<file path="config.mk">
export PLATFORM = sky130hd
export DESIGN_NAME = pattern_scan_ctrl
export DESIGN_NICKNAME = d
export VERILOG_FILES = /design/src/rtl/pattern_pkg.sv /design/src/rtl/pattern_match_core.sv /design/src/rtl/pattern_scan_ctrl.sv
export SDC_FILE = /design/constraint.sdc
export NUM_CORES = 1
export LEC_CHECK = 0
export ABC_AREA = 1
export CAP_MARGIN = 20
export CORE_AREA = 2 2 87 89
export CTS_CLUSTER_SIZE = 16
export DETAILED_ROUTE_END_ITERATION = 8
export DIE_AREA = 0 0 89 91
export HOLD_SLACK_MARGIN = 0.15
export PLACE_DENSITY_LB_ADDON = 0.25
export SLEW_MARGIN = 5
export SYNTH_ARGS = -nofsm -noshare
export SYNTH_HDL_FRONTEND = slang
export SYNTH_SLANG_ARGS = --single-unit
</file>
<file path="constraint.sdc">
create_clock -name clk -period 2.15 [get_ports clk]
set_input_delay 0.43 -clock clk [delete_from_list [all_inputs] [get_ports clk]]
set_output_delay 0.43 -clock clk [all_outputs]
set_load 0.005 [all_outputs]
</file>
<file path="src/rtl/pattern_pkg.sv">
// rtl/pattern_pkg.sv - shared types, defaults and mask helper for the pattern scan controller
package pattern_pkg;

   localparam int PAT_W_DEF = 8;
   localparam int CNT_W_DEF = 8;
   localparam int LEN_W     = $clog2(PAT_W_DEF + 1);
   localparam int PAT_MAX   = 16;

   typedef enum logic [1:0] {
      IDLE = 2'd0,
      SCAN = 2'd1,
      DONE = 2'd2
   } state_e;

   // Low-ones mask sized for the largest legal pattern; callers zero-extend into it.
   function automatic logic [PAT_MAX-1:0] mask(input int unsigned len);
      logic [PAT_MAX-1:0] m;
      for (int unsigned i = 0; i < PAT_MAX; i++) begin
         m[i] = (i < len);
      end
      return m;
   endfunction

endpackage

</file>
<file path="src/rtl/pattern_match_core.sv">
// rtl/pattern_match_core.sv - history shift register, bits_seen counter and masked compare
module pattern_match_core #(
   parameter int PAT_W = 8
) (
   input  logic                       clk,
   input  logic                       rst,
   input  logic                       clr,
   input  logic                       valid,
   input  logic                       in,
   input  logic [PAT_W-1:0]           pattern,
   input  logic [$clog2(PAT_W+1)-1:0] len,
   input  logic                       overlap,
   output logic                       hit
);
   import pattern_pkg::*;

   localparam int LW = $clog2(PAT_W + 1);

   logic [PAT_W-1:0]   hist_q, hist_d, hist_shift;
   logic [LW-1:0]      seen_q, seen_d, seen_next;
   logic [PAT_MAX-1:0] diff;

   always_comb begin
      hist_d     = hist_q;
      seen_d     = seen_q;
      hist_shift = {hist_q[PAT_W-2:0], in};
      seen_next  = (seen_q == LW'(PAT_W)) ? seen_q : seen_q + 1'b1;
      diff       = PAT_MAX'(hist_shift ^ pattern) & mask(32'(len));
      hit        = valid && (seen_next >= len) && (diff == '0);
      if (clr) begin
         hist_d = '0;
         seen_d = '0;
      end else if (valid) begin
         hist_d = hist_shift;
         // Non-overlap mode keeps the stale history but refuses to count it again.
         seen_d = (hit && !overlap) ? '0 : seen_next;
      end
   end

   always_ff @(posedge clk) begin
      if (!rst) begin
         hist_q <= '0;
         seen_q <= '0;
      end else begin
         hist_q <= hist_d;
         seen_q <= seen_d;
      end
   end

endmodule

</file>
<file path="src/rtl/pattern_scan_ctrl.sv">
// rtl/pattern_scan_ctrl.sv - run-controlled serial pattern scan: config, FSM, match counter
module pattern_scan_ctrl import pattern_pkg::*; #(
   parameter int PAT_W = PAT_W_DEF,
   parameter int CNT_W = CNT_W_DEF
) (
   input  logic                       clk,
   input  logic                       rst,
   input  logic                       cfg_we,
   input  logic [PAT_W-1:0]           cfg_pattern,
   input  logic [$clog2(PAT_W+1)-1:0] cfg_len,
   input  logic                       cfg_overlap,
   input  logic [CNT_W-1:0]           cfg_target,
   input  logic                       start,
   input  logic                       abort,
   input  logic                       valid,
   input  logic                       in,
   output logic                       busy,
   output logic                       match,
   output logic [CNT_W-1:0]           match_cnt,
   output logic                       done,
   output logic                       err
);

   localparam int LW = $clog2(PAT_W + 1);

   state_e           state_q, state_d;
   logic [PAT_W-1:0] pat_q, pat_d;
   logic [LW-1:0]    len_q, len_d;
   logic             ov_q, ov_d;
   logic [CNT_W-1:0] tgt_q, tgt_d;
   logic [CNT_W-1:0] cnt_q, cnt_d, cnt_inc;
   logic             match_q, match_d;
   logic             err_q, err_d;
   logic             start_used_q, start_used_d;
   logic             cfg_ok, core_clr, core_valid, hit;

   pattern_match_core #(.PAT_W(PAT_W)) u_core (
      .clk     (clk),
      .rst     (rst),
      .clr     (core_clr),
      .valid   (core_valid),
      .in      (in),
      .pattern (pat_q),
      .len     (len_q),
      .overlap (ov_q),
      .hit     (hit)
   );

   assign core_valid = valid && (state_q == SCAN);
   assign cfg_ok     = (len_q != '0) && (len_q <= LW'(PAT_W)) && (tgt_q != '0);
   assign cnt_inc    = cnt_q + 1'b1;

   always_comb begin
      state_d      = state_q;
      pat_d        = pat_q;
      len_d        = len_q;
      ov_d         = ov_q;
      tgt_d        = tgt_q;
      cnt_d        = cnt_q;
      match_d      = 1'b0;
      err_d        = 1'b0;
      start_used_d = start_used_q;
      core_clr     = 1'b0;
      case (state_q)
         SCAN: begin
            if (abort) begin
               state_d = IDLE;
            end else if (hit) begin
               match_d = 1'b1;
               cnt_d   = cnt_inc;
               if (cnt_inc == tgt_q) state_d = DONE;
            end
         end
         default: begin
            if (state_q == DONE && abort) begin
               state_d = IDLE;
            end else if (start && !start_used_q) begin
               // Start is judged against the registered config, never the one being written.
               if (!cfg_ok) begin
                  err_d        = 1'b1;
                  start_used_d = 1'b1;
               end else begin
                  core_clr = 1'b1;
                  cnt_d    = '0;
                  state_d  = SCAN;
               end
            end
            if (cfg_we) begin
               pat_d = cfg_pattern;
               len_d = cfg_len;
               ov_d  = cfg_overlap;
               tgt_d = cfg_target;
            end
         end
      endcase
      // A held start is consumed once; it re-arms when released or on a state change.
      if (!start || state_d != state_q) start_used_d = 1'b0;
   end

   always_ff @(posedge clk) begin
      if (!rst) begin
         state_q      <= IDLE;
         pat_q        <= '0;
         len_q        <= LW'(PAT_W);
         ov_q         <= 1'b1;
         tgt_q        <= CNT_W'(1);
         cnt_q        <= '0;
         match_q      <= 1'b0;
         err_q        <= 1'b0;
         start_used_q <= 1'b0;
      end else begin
         state_q      <= state_d;
         pat_q        <= pat_d;
         len_q        <= len_d;
         ov_q         <= ov_d;
         tgt_q        <= tgt_d;
         cnt_q        <= cnt_d;
         match_q      <= match_d;
         err_q        <= err_d;
         start_used_q <= start_used_d;
      end
   end

   assign busy      = (state_q == SCAN);
   assign done      = (state_q == DONE);
   assign match     = match_q;
   assign match_cnt = cnt_q;
   assign err       = err_q;

endmodule

</file>
==> results.toml, run 1 <==
[synthesis]
synth_warnings = 0
synthArstFlopShare = 0
netlist_area_mm2 = 0.002490
synth-edff-count = 0
synth_ff_type = "dfxtp_1"
synth_mux_area_frac = 0
netlist_instances = 376
synth-xor-area-share = 0.02111
synth_area_per_cell_um2 = 6.622
synth_compound_area_frac = 0.1518
ys_ff_latch = 45
ys_types = 27
synth_top_family_by_area = "simple AND/OR/NAND/NOR gates"
synth_nets = 411
yosys.area_share.simple = 0.3427
synthAdderAreaFrac = 0.03518
ys_seq_area_frac = 0.3618

[job]
drv_cap = 0

[run_status]
status = "complete, but fails checks"
violations = "setup timing"

[placement]
place_ws_ps = -140.2
portBuffers = 39
gp_congestion = 0.9023
placed_area_mm2 = 0.003043
post-dp-hpwl_um = 4630

[timing]
slew_viol_final = 0
worst_pin_slew_ps = 355.0
finalWorstSetupSlack_ps = -80.66
fmax_mhz = 448.3
rsz0062_at_grt = "true"
skew_ps = 4.241
min_period_ps = 2231
maxSlewHeadroom = 0.7628
totalNegativeSetupSlack_ps = -594.0
fin_crit_sh = 1.038
finalHoldViolations = 0
setup_viol = 12

[grt]
grt_pass1_vias = 2287
grt_pass1_wl_um = 10450
grt.total_usage = 0.1629
grt_overflow_total = 0
antenna_found_initial = 0
grt_max_degree = 29

[clock_network]
cts_max_path_buffers = 2
clk_pin_slew_ps = 90
numCtsBuffers = 5
cts_htree_levels = 2
tritoncts = "built"
root_buffer = "clkbuf_8"
numClockSinks = 45
clk_latency_ps = 300
hold_buffers = 0

[setup_path]
crit_buf_inv = 2
slowest_delay_ps = 330
cp-end-kind = "register"
worst-path-max-fanout = 8
cp.arrival_ps = 2430
critPathRequiredTime_ps = 2350
path_class = "reg2reg"
slowest_stage = "dfxtp_2"
worstSetupStartpointType = "register"
cp_top_family = "simple AND/OR/NAND/NOR gates"
crit_chain = "inv_2 -> ha_4 -> nand2_4 -> nor2_4 -> xor2_2 -> inv_2 -> ha_4 -> o21bai_1 -> nand2_1 -> nand3_2 -> nand2_1 -> nand3b_4 -> nand2_8 -> nand3_4 -> o21ai_1 -> nor2_1"

[floorplan]
die_area_mm2 = 0.008099
start_util = 0.3489
core-area_mm2 = 0.007137
io_pins = 40
row_count = 31
die_h_um = 91
die_width_um = 89

[cells_and_area]
final_common_cell = "nand2_1"
layout_common_cells = "95 x nand2_1, 43 x dfxtp_1, 39 x clkdlybuf4s50_1, 37 x inv_1, 33 x a21oi_1"
diodes = 0
syn2layout_area_growth_pct = 34.42
postLayoutCoreUtil = 0.4690
drive_gt1_frac = 0.1799
nNetsFinal = 462
design_area_mm2 = 0.003347

[route]
detail_route.wl_per_cell_um = 11.90
drt-initial-drc-count = 118
drc = 0
wl_um = 6269
dr.pass1.iters = 4
ant_nets = 0
vias = 2482
via_per_inst = 4.710

[power]
power_uw = 2420
power_density_mw_per_mm2 = 723.1
p_leak_uw = 0.001380
irDropWorstVdd_uv = 329.0

[worst_hold_path]
hold_path.class = "reg2reg"
area by class of cell:
| class | instances | area, um2 |
|---|---|---|
| Clock buffer | 7 | 86.33 |
| Clock inverter | 1 | 30.03 |
| Fill cell | 758 | 3790 |
| Inverter | 51 | 193.9 |
| Multi-Input combinational cell | 274 | 1520 |
| Sequential cell | 45 | 903.4 |
| Tap cell | 99 | 123.9 |
| Timing Repair Buffer | 50 | 489.2 |
registers in the layout (all words and copies together) (netlist names):
name and flops:
err 1, len_q 4, match 1, match_cnt 8, ov_q 1, pat_q 8, start_used_q 1, state_q 2
tgt_q 8, u_core.hist_q 7, u_core.seen_q 4
metrics by stage:
| step | hold slack, ps | std cells |
|---|---|---|
| floorplan | 434.2 | 376 |
| global placement | 455.7 | 514 |
| finish | 470.7 | 527 |
| CTS | 475.2 | 527 |
| global route | 491.5 | 527 |
| detailed placement | 451.3 | 514 |
final timing paths:
check | from | slack, ps | cells past startpoint | to
setup / recovery | u_core.seen_q[0]$_SDFFE_PP0P_ | -80 | 16 | match_cnt[5]$_SDFFE_PN0P_
hold / removal | pat_q[0]$_SDFFE_PN0P_ | 470 | 2 | pat_q[0]$_SDFFE_PN0P_
hold reg to reg | pat_q[0]$_SDFFE_PN0P_ | 470 | 2 | pat_q[0]$_SDFFE_PN0P_
setup reg to reg | u_core.seen_q[0]$_SDFFE_PP0P_ | -80 | 16 | match_cnt[5]$_SDFFE_PN0P_
worst reg2reg max path: cells and delay by family (launching register included):
family,cells,cell delay (ps)
AOI/OAI and AO/OA,2,300
xor gates and xnor gates,1,200
adders and majority gates,2,310
buffers and inverters,2,140
DFF,1,330
and+or+nand+nor,9,830
Yosys cell counts, types with 2 or more instances:
library cell  count  area share
a21oi_1          38       0.076
clkbuf_1          7       0.011
dfxtp_1          45        0.36
ha_1              7       0.035
inv_1            41       0.062
inv_2             9       0.014
nand2_1         106        0.16
nand2_4           3       0.014
nand3_1          30       0.060
nand4_1           8       0.020
nor2_1           26       0.039
nor2_2            7       0.018
nor3_1            2      0.0040
o21ai_0          21       0.042
o21ai_1          10       0.020
xnor2_1           5       0.018
cell families after synthesis:
group	after synthesis
AOI/OAI and AO/OA	73
xor gates and xnor gates	6
adders and majority gates	7
buffers and inverters	58
DFF	45
and+or+nand+nor	187
metal layers:
layer	GRT usage	up-vias	share of wire
met1	0.2304	1111	0.48
met5	0	-	0
met2	0.2531	47	0.47
met4	0.04353	0	0.016
li1	-	1313	-
met3	0.03000	11	0.038
timing repair:
action | CTS | global route
endpoints found under the setup margin | 15 | 15
resized for setup | 16 | 26
gates cloned | 1 | 0
pin swaps | 4 | 3
buffers inserted | 4 | 0
power breakdown:
part           internal, uW  total [uW]  leakage [uW]  switching (uW)
Clock                   379         676     0.0000585             297
Sequential              908         976      0.000370            68.0
Combinational           313         767      0.000952             454
Power figures use the tool's default switching activity.
==> run 2, diff against run 1 <==
--- a/config.mk
+++ b/config.mk
@@ -11,6 +11,7 @@
 export CTS_CLUSTER_SIZE = 16
 export DETAILED_ROUTE_END_ITERATION = 8
 export DIE_AREA = 0 0 89 91
+export GPL_TIMING_DRIVEN = 0
 export HOLD_SLACK_MARGIN = 0.15
 export PLACE_DENSITY_LB_ADDON = 0.25
 export SLEW_MARGIN = 5
==> run 2 against run 1 <==
Against the previous run:
- the run still ends with setup timing left
- maximum frequency shrank 1.9%
- clock skew up 1.3 ps
- clock-buffer cell count did not move
- register-to-register slack worse by 40 ps
- sequential power hardly changed
- core utilization unchanged
- die area did not move
- critical path depth fell by 2
- worst hold slack about the same
- setup slack got worse by 43 ps
- critical endpoint is now u_core.seen_q[2]$_SDFFE_PP0P_
==> results.toml, run 2 (same netlist as run 1, synthesis figures left out) <==
[timing]
rsz0062_at_grt = "true"
finalHoldViolations = 0
setup_viol = 13
fmax_mhz = 439.8
skew_ps = 5.560
finalWorstSetupSlack_ps = -123.8
maxSlewHeadroom = 0.6320
whs_ps = 471.2
fin_crit_sh = 1.058
slew_viol_final = 0
min_period_ps = 2274
worst_pin_slew_ps = 552.0

[clock_network]
clk_pin_slew_ps = 80
numClockSinks = 45
clk_latency_ps = 300
cts_max_path_buffers = 2
cts_htree_levels = 2
tritoncts = "built"
root_buffer = "clkbuf_8"
numCtsBuffers = 5
hold_buffers = 0

[setup_path]
rr_endpoint = "u_core.seen_q[2]$_SDFFE_PP0P_"
crit_buf_inv = 2
slowest_delay_ps = 350
critPathRequiredTime_ps = 2330
cp.arrival_ps = 2450
reg2reg_from = "u_core.seen_q[0]$_SDFFE_PP0P_"
worst-path-max-fanout = 4
cp-end-kind = "register"
slowest_stage = "dfxtp_2"
r2r_slack_ps = -120
worstSetupStartpointType = "register"
crit_chain = "buf_4 -> ha_2 -> xnor2_2 -> nor2_4 -> ha_4 -> nand2_1 -> inv_2 -> nand3_2 -> nand3_2 -> nand2_2 -> nand3b_4 -> or2_4 -> nand2_2 -> a21oi_2"
cp_top_family = "simple AND/OR/NAND/NOR gates"
path_class = "reg2reg"
worstRegToRegCells = 14

[power]
power_density_mw_per_mm2 = 727.1
irDropWorstVdd_uv = 255.0
p_int_uw = 1598
p_switching_uw = 835.6
pwr-share-seq = 0.401
switching_share = 0.3434
p_clk_frac = 0.280
p_leak_uw = 0.001367
p_comb_frac = 0.319

[route]
vias = 2579
drc = 0
ant_nets = 0
wl_um = 6753
dr.pass1.iters = 4
via_per_inst = 4.857
detail_route.wl_per_cell_um = 12.72
drt-initial-drc-count = 113

[job]
drv_cap = 0

[cells_and_area]
design_area_mm2 = 0.003347
final_common_cell = "nand2_1"
diodes = 0
layout_common_cells = "99 x nand2_1, 43 x dfxtp_1, 39 x clkdlybuf4s50_1, 38 x inv_1, 35 x a21oi_1"
final_cells = 531
nNetsFinal = 466
postLayoutCoreUtil = 0.4690
syn2layout_area_growth_pct = 34.42
drive_gt1_frac = 0.1644

[floorplan]
die_width_um = 89
die_area_mm2 = 0.008099
die_h_um = 91
row_count = 31
core-area_mm2 = 0.007137
start_util = 0.3489
io_pins = 40

[worst_hold_path]
hold_path.class = "reg2reg"
worstHoldPathCells = 2
hold_start = "pat_q[7]$_SDFFE_PN0P_"
whs_endpoint = "pat_q[7]$_SDFFE_PN0P_"

[run_status]
violations = "setup timing"
status = "complete, but fails checks"

[grt]
grt_max_degree = 14
grt.total_usage = 0.1679
antenna_found_initial = 0
grt_pass1_vias = 2380
grt_overflow_total = 0
grt_pass1_wl_um = 10780

[placement]
place_ws_ps = -143.4
portBuffers = 39
post-place-cells = 514
gp_congestion = 0.9193
post-dp-hpwl_um = 4825
placed_area_mm2 = 0.003004
## run 2: repair_timing
| action | CTS | global route |
|---|---|---|
| resized for setup | 15 | 23 |
| gates cloned | 1 | 0 |
| endpoints found under the setup margin | 13 | 15 |
| setup buffers | 4 | 4 |
| pin swaps | 11 | 13 |
## run 2: how the worst max path moves through the flow
stage          slack, ps                          start  cells past startpoint                            end
2_1_floorplan        100  u_core.seen_q[0]$_SDFFE_PP0P_                     16      match_cnt[4]$_SDFFE_PN0P_
5_1_grt             -250  u_core.seen_q[0]$_SDFFE_PP0P_                     16      match_cnt[4]$_SDFFE_PN0P_
4_1_cts              -60  u_core.seen_q[0]$_SDFFE_PP0P_                     16      match_cnt[5]$_SDFFE_PN0P_
3_5_place_dp        -140  u_core.seen_q[0]$_SDFFE_PP0P_                     16      match_cnt[4]$_SDFFE_PN0P_
6_report            -120  u_core.seen_q[0]$_SDFFE_PP0P_                     14  u_core.seen_q[2]$_SDFFE_PP0P_
3_3_place_gp        -110  u_core.seen_q[0]$_SDFFE_PP0P_                     16      match_cnt[4]$_SDFFE_PN0P_
## run 2: through the flow
| stage | TNS, ps | total power, uW |
|---|---|---|
| after floorplan | 0 | 1425 |
| after global placement | -848.7 | 1628 |
| after detailed placement | -1318 | 1638 |
| after CTS | -286.1 | 2363 |
| after global routing | -2865 | 2584 |
| final | -1050 | 2434 |
## run 2: layout make-up
class | instances | area, um2
well taps | 99 | 123.9
multi-input cells | 274 | 1535
flip-flops and latches | 45 | 903.4
clock buffers | 7 | 86.33
repair buffers | 47 | 450.4
fillers | 739 | 3790
inverters | 51 | 191.4
plain buffers | 7 | 26.28
clock inverters | 1 | 30.03
## run 2: power by group through the flow
| stage | sequential (uW) | combinational [uW] | clock (uW) |
|---|---|---|---|
| floorplan | 979 | 447 | 0 |
| global placement | 991 | 637 | 0 |
| detailed placement | 992 | 646 | 0 |
| CTS | 975 | 699 | 689 |
| global route | 987 | 865 | 731 |
| finish | 977 | 776 | 680 |
## run 2: worst register-to-register path: cells and delay by family (launching register included)
| kind | cells | cell delay, ps |
|---|---|---|
| compound gates | 1 | 50 |
| xor+xnor | 1 | 200 |
| fa+ha+maj | 2 | 460 |
| buf+inv | 2 | 200 |
| flops | 1 | 350 |
| simple gates | 8 | 900 |
## run 2: metal layers
metal  share of wire  routed length (um)  track usage
met5               0                   0            0
met3           0.055                 371      0.03455
met2            0.46                3074       0.2575
met4           0.015                  99      0.04726
met1            0.48                3208       0.2369
==> run 3, diff against run 2 <==
--- a/config.mk
+++ b/config.mk
@@ -8,6 +8,7 @@
 export ABC_AREA = 1
 export CAP_MARGIN = 20
 export CORE_AREA = 2 2 87 89
+export CTS_CLUSTER_DIAMETER = 30
 export CTS_CLUSTER_SIZE = 16
 export DETAILED_ROUTE_END_ITERATION = 8
 export DIE_AREA = 0 0 89 91
==> results of run 3 <==
No change in the layout: final DEF, timing and power equal those of run 2.
